**config.mk**
```make
export PLATFORM = sky130hd
export DESIGN_NAME = dds_param_scheduler_flat
export DESIGN_NICKNAME = d
export VERILOG_FILES = /design/src/rtl/dds_param_scheduler_if.sv /design/src/rtl/dds_param_scheduler.sv /design/src/flat_wrapper.sv
export SDC_FILE = /design/constraint.sdc
export NUM_CORES = 2
export LEC_CHECK = 0
export ABC_AREA = 1
export CAP_MARGIN = 40
export CORE_MARGIN = 2
export CORE_UTILIZATION = 44
export DETAILED_ROUTE_END_ITERATION = 8
export PLACE_DENSITY = 0.66
export SLEW_MARGIN = 20
export SYNTH_ARGS = -nofsm -noshare
export SYNTH_HDL_FRONTEND = slang
export SYNTH_SLANG_ARGS = --single-unit
```
**constraint.sdc**
```tcl
create_clock -name clk -period 8.22 [get_ports clk]
set_input_delay 1.644 -clock clk [delete_from_list [all_inputs] [get_ports clk]]
set_output_delay 1.644 -clock clk [all_outputs]
set_load 0.02 [all_outputs]
```
**src/rtl/dds_param_scheduler_if.sv**
```systemverilog
// Command channel into dds_param_scheduler: timestamped operand sets with valid/ready.
interface dds_param_scheduler_if;
  localparam int unsigned TS_W    = 48;
  localparam int unsigned FREQ_W  = 48;
  localparam int unsigned PHASE_W = 14;

  logic               valid;
  logic               ready;
  logic [TS_W-1:0]    ts;
  logic [FREQ_W-1:0]  freq;
  logic [PHASE_W-1:0] phase;
  logic               cont;

  modport master (output valid, ts, freq, phase, cont, input ready);
  modport slave  (input valid, ts, freq, phase, cont, output ready);
endinterface

```
**src/rtl/dds_param_scheduler.sv**
```systemverilog
// Timed parameter scheduler for the DDS phase MAC: queues commands and applies each operand set
// atomically at its timestamp. Build macro DDS_SCHED_LATE_DROP_EN discards late commands.
module dds_param_scheduler #(
  parameter int unsigned FIFO_DEPTH = 8,
  parameter int unsigned APPLY_LEAD = 1
) (
  input  logic                        clk,
  input  logic                        resetn,
  input  logic [47:0]                 cur_time,
  input  logic                        flush,
  dds_param_scheduler_if.slave        s_cmd,
  output logic [47:0]                 mac_timeoffset,
  output logic [47:0]                 mac_freq,
  output logic [13:0]                 mac_phase,
  output logic [47:0]                 mac_accum,
  output logic                        param_update,
  output logic                        late_pulse,
  output logic [15:0]                 late_count,
  output logic [$clog2(FIFO_DEPTH):0] fifo_level
);
  localparam int unsigned TW = 48;
  localparam int unsigned PW = 14;
  localparam int unsigned AW = $clog2(FIFO_DEPTH);
  localparam int unsigned LW = AW + 1;
  localparam int unsigned CW = 6;
  localparam logic [CW-1:0] CALC_LAST = CW'(TW - 1);
`ifdef DDS_SCHED_LATE_DROP_EN
  localparam bit LATE_DROP = 1'b1;
`else
  localparam bit LATE_DROP = 1'b0;
`endif

  typedef struct packed {
    logic [TW-1:0] ts;
    logic [TW-1:0] freq;
    logic [PW-1:0] phase;
    logic          cont;
  } cmd_t;

  typedef enum logic [1:0] {S_IDLE, S_CALC, S_ARMED} state_t;

  state_t        state_q, state_d;
  cmd_t          mem [FIFO_DEPTH];
  cmd_t          work_q;
  logic [AW-1:0] wr_ptr, rd_ptr;
  logic [LW-1:0] count_nxt_c;
  logic          ready_q;
  logic [TW-1:0] mcand_q, mplier_q, prod_q;
  logic [TW-1:0] dist_c;
  logic [CW-1:0] step_q;
  logic          push_c, pop_c, apply_c, late_c;

  assign s_cmd.ready = ready_q;
  assign push_c      = s_cmd.valid && ready_q && !flush;
  // Signed distance to the apply edge; bit 47 clear means the slot has arrived or passed.
  assign dist_c      = cur_time + TW'(APPLY_LEAD) - work_q.ts;

  always_comb begin
    count_nxt_c = fifo_level;
    if (flush) begin
      count_nxt_c = '0;
    end else begin
      case ({push_c, pop_c})
        2'b10:   count_nxt_c = fifo_level + LW'(1);
        2'b01:   count_nxt_c = fifo_level - LW'(1);
        default: count_nxt_c = fifo_level;
      endcase
    end
  end

  always_comb begin
    state_d = state_q;
    pop_c   = 1'b0;
    apply_c = 1'b0;
    late_c  = 1'b0;
    case (state_q)
      S_IDLE: begin
        if (fifo_level != '0) begin
          pop_c   = 1'b1;
          state_d = mem[rd_ptr].cont ? S_CALC : S_ARMED;
        end
      end
      S_CALC: begin
        if (step_q == CALC_LAST) state_d = S_ARMED;
      end
      S_ARMED: begin
        if (dist_c == '0) begin
          apply_c = 1'b1;
          state_d = S_IDLE;
        end else if (!dist_c[TW-1]) begin
          late_c  = 1'b1;
          apply_c = !LATE_DROP;
          state_d = S_IDLE;
        end
      end
      default: state_d = S_IDLE;
    endcase
    if (flush) begin
      state_d = S_IDLE;
      pop_c   = 1'b0;
      apply_c = 1'b0;
      late_c  = 1'b0;
    end
  end

  always_ff @(posedge clk) begin
    if (!resetn) state_q <= S_IDLE;
    else         state_q <= state_d;
  end

  always_ff @(posedge clk) begin
    if (push_c) mem[wr_ptr] <= {s_cmd.ts, s_cmd.freq, s_cmd.phase, s_cmd.cont};
  end

  // Queue bookkeeping, serial shift-add multiplier and the atomic MAC operand update.
  always_ff @(posedge clk) begin
    if (!resetn) begin
      wr_ptr         <= '0;
      rd_ptr         <= '0;
      fifo_level     <= '0;
      ready_q        <= 1'b0;
      work_q         <= '0;
      mcand_q        <= '0;
      mplier_q       <= '0;
      prod_q         <= '0;
      step_q         <= '0;
      mac_timeoffset <= '0;
      mac_freq       <= '0;
      mac_phase      <= '0;
      mac_accum      <= '0;
      param_update   <= 1'b0;
      late_pulse     <= 1'b0;
      late_count     <= '0;
    end else begin
      fifo_level   <= count_nxt_c;
      ready_q      <= (count_nxt_c != LW'(FIFO_DEPTH));
      param_update <= apply_c;
      late_pulse   <= late_c;
      if (flush) begin
        wr_ptr <= '0;
        rd_ptr <= '0;
      end else begin
        if (push_c) wr_ptr <= wr_ptr + AW'(1);
        if (pop_c)  rd_ptr <= rd_ptr + AW'(1);
      end
      if (pop_c) begin
        work_q   <= mem[rd_ptr];
        mcand_q  <= mac_freq;
        mplier_q <= mem[rd_ptr].ts - mac_timeoffset;
        prod_q   <= '0;
        step_q   <= '0;
      end else if (state_q == S_CALC) begin
        if (mplier_q[0]) prod_q <= prod_q + mcand_q;
        mcand_q  <= mcand_q << 1;
        mplier_q <= mplier_q >> 1;
        step_q   <= step_q + CW'(1);
      end
      if (apply_c) begin
        mac_timeoffset <= work_q.ts;
        mac_freq       <= work_q.freq;
        mac_phase      <= work_q.phase;
        mac_accum      <= work_q.cont ? (mac_accum + prod_q) : '0;
      end
      if (late_c && (late_count != 16'hFFFF)) late_count <= late_count + 16'd1;
    end
  end
endmodule
```
**src/flat_wrapper.sv**
```systemverilog
// flat-port wrapper written by rule: the top's interface ports become plain ports
module dds_param_scheduler_flat 
#(
  parameter int unsigned FIFO_DEPTH = 8,
  parameter int unsigned APPLY_LEAD = 1
)
  (clk, resetn, cur_time, flush, mac_timeoffset, mac_freq, mac_phase, mac_accum, param_update, late_pulse, late_count, fifo_level, s_cmd_valid, s_cmd_ts, s_cmd_freq, s_cmd_phase, s_cmd_cont, s_cmd_ready);
  dds_param_scheduler_if s_cmd_i ();
  input  logic clk;
  input  logic resetn;
  input  logic [47:0] cur_time;
  input  logic flush;
  output logic [47:0] mac_timeoffset;
  output logic [47:0] mac_freq;
  output logic [13:0] mac_phase;
  output logic [47:0] mac_accum;
  output logic param_update;
  output logic late_pulse;
  output logic [15:0] late_count;
  output logic [$clog2(FIFO_DEPTH):0] fifo_level;
  input wire logic [$bits(s_cmd_i.valid)-1:0] s_cmd_valid;
  input wire logic [$bits(s_cmd_i.ts)-1:0] s_cmd_ts;
  input wire logic [$bits(s_cmd_i.freq)-1:0] s_cmd_freq;
  input wire logic [$bits(s_cmd_i.phase)-1:0] s_cmd_phase;
  input wire logic [$bits(s_cmd_i.cont)-1:0] s_cmd_cont;
  output wire logic [$bits(s_cmd_i.ready)-1:0] s_cmd_ready;
  assign s_cmd_i.valid = s_cmd_valid;
  assign s_cmd_i.ts = s_cmd_ts;
  assign s_cmd_i.freq = s_cmd_freq;
  assign s_cmd_i.phase = s_cmd_phase;
  assign s_cmd_i.cont = s_cmd_cont;
  assign s_cmd_ready = s_cmd_i.ready;
  dds_param_scheduler #(.FIFO_DEPTH(FIFO_DEPTH), .APPLY_LEAD(APPLY_LEAD)) u_core (.clk(clk), .resetn(resetn), .cur_time(cur_time), .flush(flush), .s_cmd(s_cmd_i), .mac_timeoffset(mac_timeoffset), .mac_freq(mac_freq), .mac_phase(mac_phase), .mac_accum(mac_accum), .param_update(param_update), .late_pulse(late_pulse), .late_count(late_count), .fifo_level(fifo_level));
endmodule
```
==> flow_metrics.env <==
export IMPL_status="complete, no violations"
export IMPL_crit_required_ns=8.93
export IMPL_critical_path_class="in -> reg"
export IMPL_cts_path_max_buffers=3
export IMPL_layout_nets=7432
export IMPL_crit_family="buffers and inverters"
export IMPL_clkSinkCount=1341
export IMPL_grt_ovfl_total=0
export IMPL_finalSetupTns_ns=0
export IMPL_min_path_type="reg -> reg"
export IMPL_pre_cts_ws_ns=1.74
export IMPL_synthDistinctLibCells=56
export IMPL_rows=139
export IMPL_firstDrtPassIters=6
export IMPL_synth_enable_flop_cells=888
export IMPL_critPathBufInv=7
export IMPL_hold_slack_ns=0.450
export IMPL_synth_seq_cells=1341
export IMPL_fill_cells=13000
export IMPL_synth_async_reset_ratio=0
export IMPL_ys_seq_area_frac=0.559
export IMPL_timing_final_max_slew_violations=0
export IMPL_syn_num_nets=7185
export IMPL_dieArea_sq_um=148000
export IMPL_pin_count=344
export IMPL_holdBufCountCts=0
export IMPL_grt_setup_unrepaired="no"
export IMPL_fmax_mhz=174
export IMPL_peakVddDrop_mv=0.198
export IMPL_die_h_um=385
export IMPL_cts_inserted_buffers=144
export IMPL_crit_chain="clkdlybuf4s50_1 > inv_1 > ha_1 > inv_1 > ha_1 > inv_1 > fa_1 > inv_1 > nand2_1 > nand2_1 > nand3_1 > nand2_1 > nand3_1 > nand2_1 > nand4_1 > nand3_1 > nand2_1 > nand2_2 > nand3_4 > inv_6 > buf_12 > o21ai_0 > a21oi_1"
export IMPL_cap_violations=0
export IMPL_numPortBuffers=343
export IMPL_wl_per_cell_um=20.9
export IMPL_setup_viol=0
export IMPL_gp_congestion=0.965
export IMPL_final_common_cell="nand2_1"
export IMPL_power_density_nw_per_um2=207
export IMPL_worst_slack_ns=2.47
export IMPL_start_util=0.444
export IMPL_min_period_ns=5.75
export IMPL_postCtsSetupBuffers=0
export IMPL_ant_nets=0
export IMPL_grt_usage=0.249
export IMPL_avgSynthCellArea_sq_um=9.44
export IMPL_slew_headroom=0.0718
export IMPL_fin_crit_sh=0.700
export IMPL_hpwlAfterDp_um=128000
export IMPL_setup_worst_path_start_class="primary input"
export IMPL_grt_pass1_vias=47300
export IMPL_critPathCaptureType="flop"
export IMPL_finClkSkew_ns=0.0285
export IMPL_grt_max_degree=255
export IMPL_core_area_sq_um=144000
export IMPL_dieWidth_um=385
export IMPL_netlist_instances=6776
export IMPL_synth_area_sq_um=63900
export IMPL_final_util=0.516
export IMPL_route_detailed_drc=0
export IMPL_worst_slew_pin_slew_ns=1.39
export IMPL_cts_resized=0
export IMPL_grt_antenna_before_repair=33
export IMPL_h_tree_depth=4
export IMPL_leakagePower_uw=0.0271
export IMPL_slowest_delay_ns=0.66
export IMPL_hold_viol_final=0
export IMPL_drt_wl_total_um=189000
export IMPL_crit_fanout=108
export IMPL_clock_root_buffer="clkbuf_16"
export IMPL_drive_above_1_share=0.0510
export IMPL_cp_common_cell="nand2_1"
export IMPL_first_iter_violations=4587
export IMPL_synth_flop_cell="edfxtp_1"
export IMPL_via_count=50200
export IMPL_syn_to_final_growth_pct=16.3
export IMPL_clock_latency_ns=0.80
export IMPL_critical_path_slowest_cell="inv_6"
export IMPL_via_per_inst=5.55
export IMPL_path_clk_slew_ns=0.06
export IMPL_ys_warn_count=0
export IMPL_cts_tree="built"
export IMPL_crit_arrival_ns=6.46
export IMPL_p_total_uw=15400
export IMPL_grt_pass1_wl_um=284000
export IMPL_most_common_layout_cells="nand2_1, edfxtp_1, nor2_1, inv_1, o21ai_0"
-- power by group --
part	switching, uW	internal (uW)	leakage (uW)
clock	2720	3770	0.00232
combinational	1090	519	0.0132
sequential	39.9	7260	0.0117
total	3850	11500	0.0271
-- cell families after synthesis --
logic type                 count (synthesis)  synth area share
buffers and inverters                    966            0.0585
muxes                                    128            0.0200
adders and majority gates                246            0.0487
and+or+nand+nor                         2411             0.155
DFF                                     1341             0.559
AOI/OAI and AO/OA                       1586             0.145
xor gates and xnor gates                  98            0.0134
-- registers in the layout, indices dropped and copies added (netlist names), named ones only --
register and flops:
u_core.mem 888, u_core.work_q 111, u_core.mac_accum 48, u_core.mac_freq 48, u_core.mac_timeoffset 48, u_core.mcand_q 48, u_core.mplier_q 48, u_core.prod_q 48
u_core.late_count 16, u_core.mac_phase 14, u_core.step_q 6, u_core.fifo_level 4, u_core.rd_ptr 3, u_core.wr_ptr 3, u_core.state_q 2, u_core.late_pulse 1
u_core.param_update 1, u_core.s_cmd.ready 1
-- per-layer routing --
layer | track usage | routed length (um) | share of wire | vias to the layer above
met2 | 0.384 | 84000 | 0.44 | 1616
met1 | 0.354 | 86800 | 0.46 | 24100
met5 | 0 | 223 | 0.0012 | -
met3 | 0.0474 | 13100 | 0.069 | 301
li1 | - | - | - | 24200
met4 | 0.0790 | 4960 | 0.026 | 36
-- per-stage QoR --
stage                     area [sq um]  std cells
after floorplan                  63900       6776
after global placement           69000       8758
after detailed placement         69400       8776
after CTS                        74200       9041
after global routing             74300       9052
final                            74300       9055
-- cell type report --
| type | count | area [sq um] | share of cell area |
|---|---|---|---|
| Antenna cell | 10 | 25.0 | 0.000337 |
| Clock buffer | 191 | 3950 | 0.0532 |
| Clock inverter | 74 | 843 | 0.0113 |
| Inverter | 655 | 2480 | 0.0334 |
| Multi-Input combinational cell | 4469 | 24600 | 0.330 |
| Sequential cell | 1341 | 35700 | 0.481 |
| Tap cell | 1903 | 2380 | 0.0320 |
| Timing Repair Buffer | 412 | 4360 | 0.0587 |
-- worst register-to-register path: stages, from the launching register on --
cell and delay (ns):
dfxtp_4 0.42, inv_8 0.53, buf_4 0.73, nor2_1 0.12, o32ai_1 0.30, nand2_1 0.08
nand2_1 0.35, ha_1 0.30, nand2_1 0.13, nor2_1 0.16, inv_1 0.08, nor2_1 0.24
inv_1 0.07, nor4_1 0.49, nand3_1 0.14, nand3_1 0.22, nand3_1 0.11, o211ai_1 0.13
a21oi_1 0.09, o21ai_0 0.11, a21oi_1 0.08
-- synthesized netlist by cell type, types with 4 or more instances --
| cell | instances | area share |
|---|---|---|
| a211oi_1 | 7 | 0.00082 |
| a21boi_0 | 8 | 0.00094 |
| a21o_1 | 17 | 0.0020 |
| a21oi_1 | 472 | 0.037 |
| a21oi_2 | 5 | 0.00068 |
| a31o_2 | 6 | 0.00082 |
| a31oi_1 | 104 | 0.010 |
| and3_1 | 7 | 0.00068 |
| buf_1 | 37 | 0.0022 |
| buf_2 | 41 | 0.0032 |
| buf_4 | 9 | 0.0011 |
| buf_6 | 4 | 0.00070 |
| clkbuf_1 | 220 | 0.013 |
| dfxtp_1 | 453 | 0.14 |
| edfxtp_1 | 888 | 0.42 |
| fa_1 | 5 | 0.0016 |
| ha_1 | 241 | 0.047 |
| inv_1 | 644 | 0.038 |
| inv_2 | 9 | 0.00053 |
| mux2i_1 | 128 | 0.020 |
| nand2_1 | 1186 | 0.070 |
| nand2_2 | 4 | 0.00039 |
| nand3_1 | 226 | 0.018 |
| nand3b_1 | 12 | 0.0014 |
| nand4_1 | 111 | 0.011 |
| nor2_1 | 763 | 0.045 |
| nor2_2 | 8 | 0.00078 |
| nor3_1 | 38 | 0.0030 |
| nor4_1 | 13 | 0.0013 |
| o211ai_1 | 23 | 0.0027 |
| o21a_1 | 30 | 0.0035 |
| o21ai_0 | 614 | 0.048 |
| o21ai_1 | 24 | 0.0019 |
| o21bai_1 | 31 | 0.0036 |
| o221ai_1 | 131 | 0.018 |
| o22ai_1 | 5 | 0.00049 |
| o31ai_1 | 6 | 0.00070 |
| o32ai_1 | 94 | 0.013 |
| or2_1 | 5 | 0.00049 |
| or2_2 | 30 | 0.0029 |
| xnor2_1 | 32 | 0.0044 |
| xor2_1 | 66 | 0.0090 |
-- final timing paths --
check                                  startpoint                  end  slack, ns  cells after the start
worst min register to register  u_core.work_q[24]   u_core.mac_freq[9]       0.45                      2
worst min-delay path            u_core.work_q[24]   u_core.mac_freq[9]       0.45                      2
worst max-delay path                  cur_time[1]  u_core.mac_freq[36]       2.47                     23
worst max register to register               flop  u_core.mplier_q[47]       3.20                     20
No activity file was read; power rests on OpenSTA's default activity.
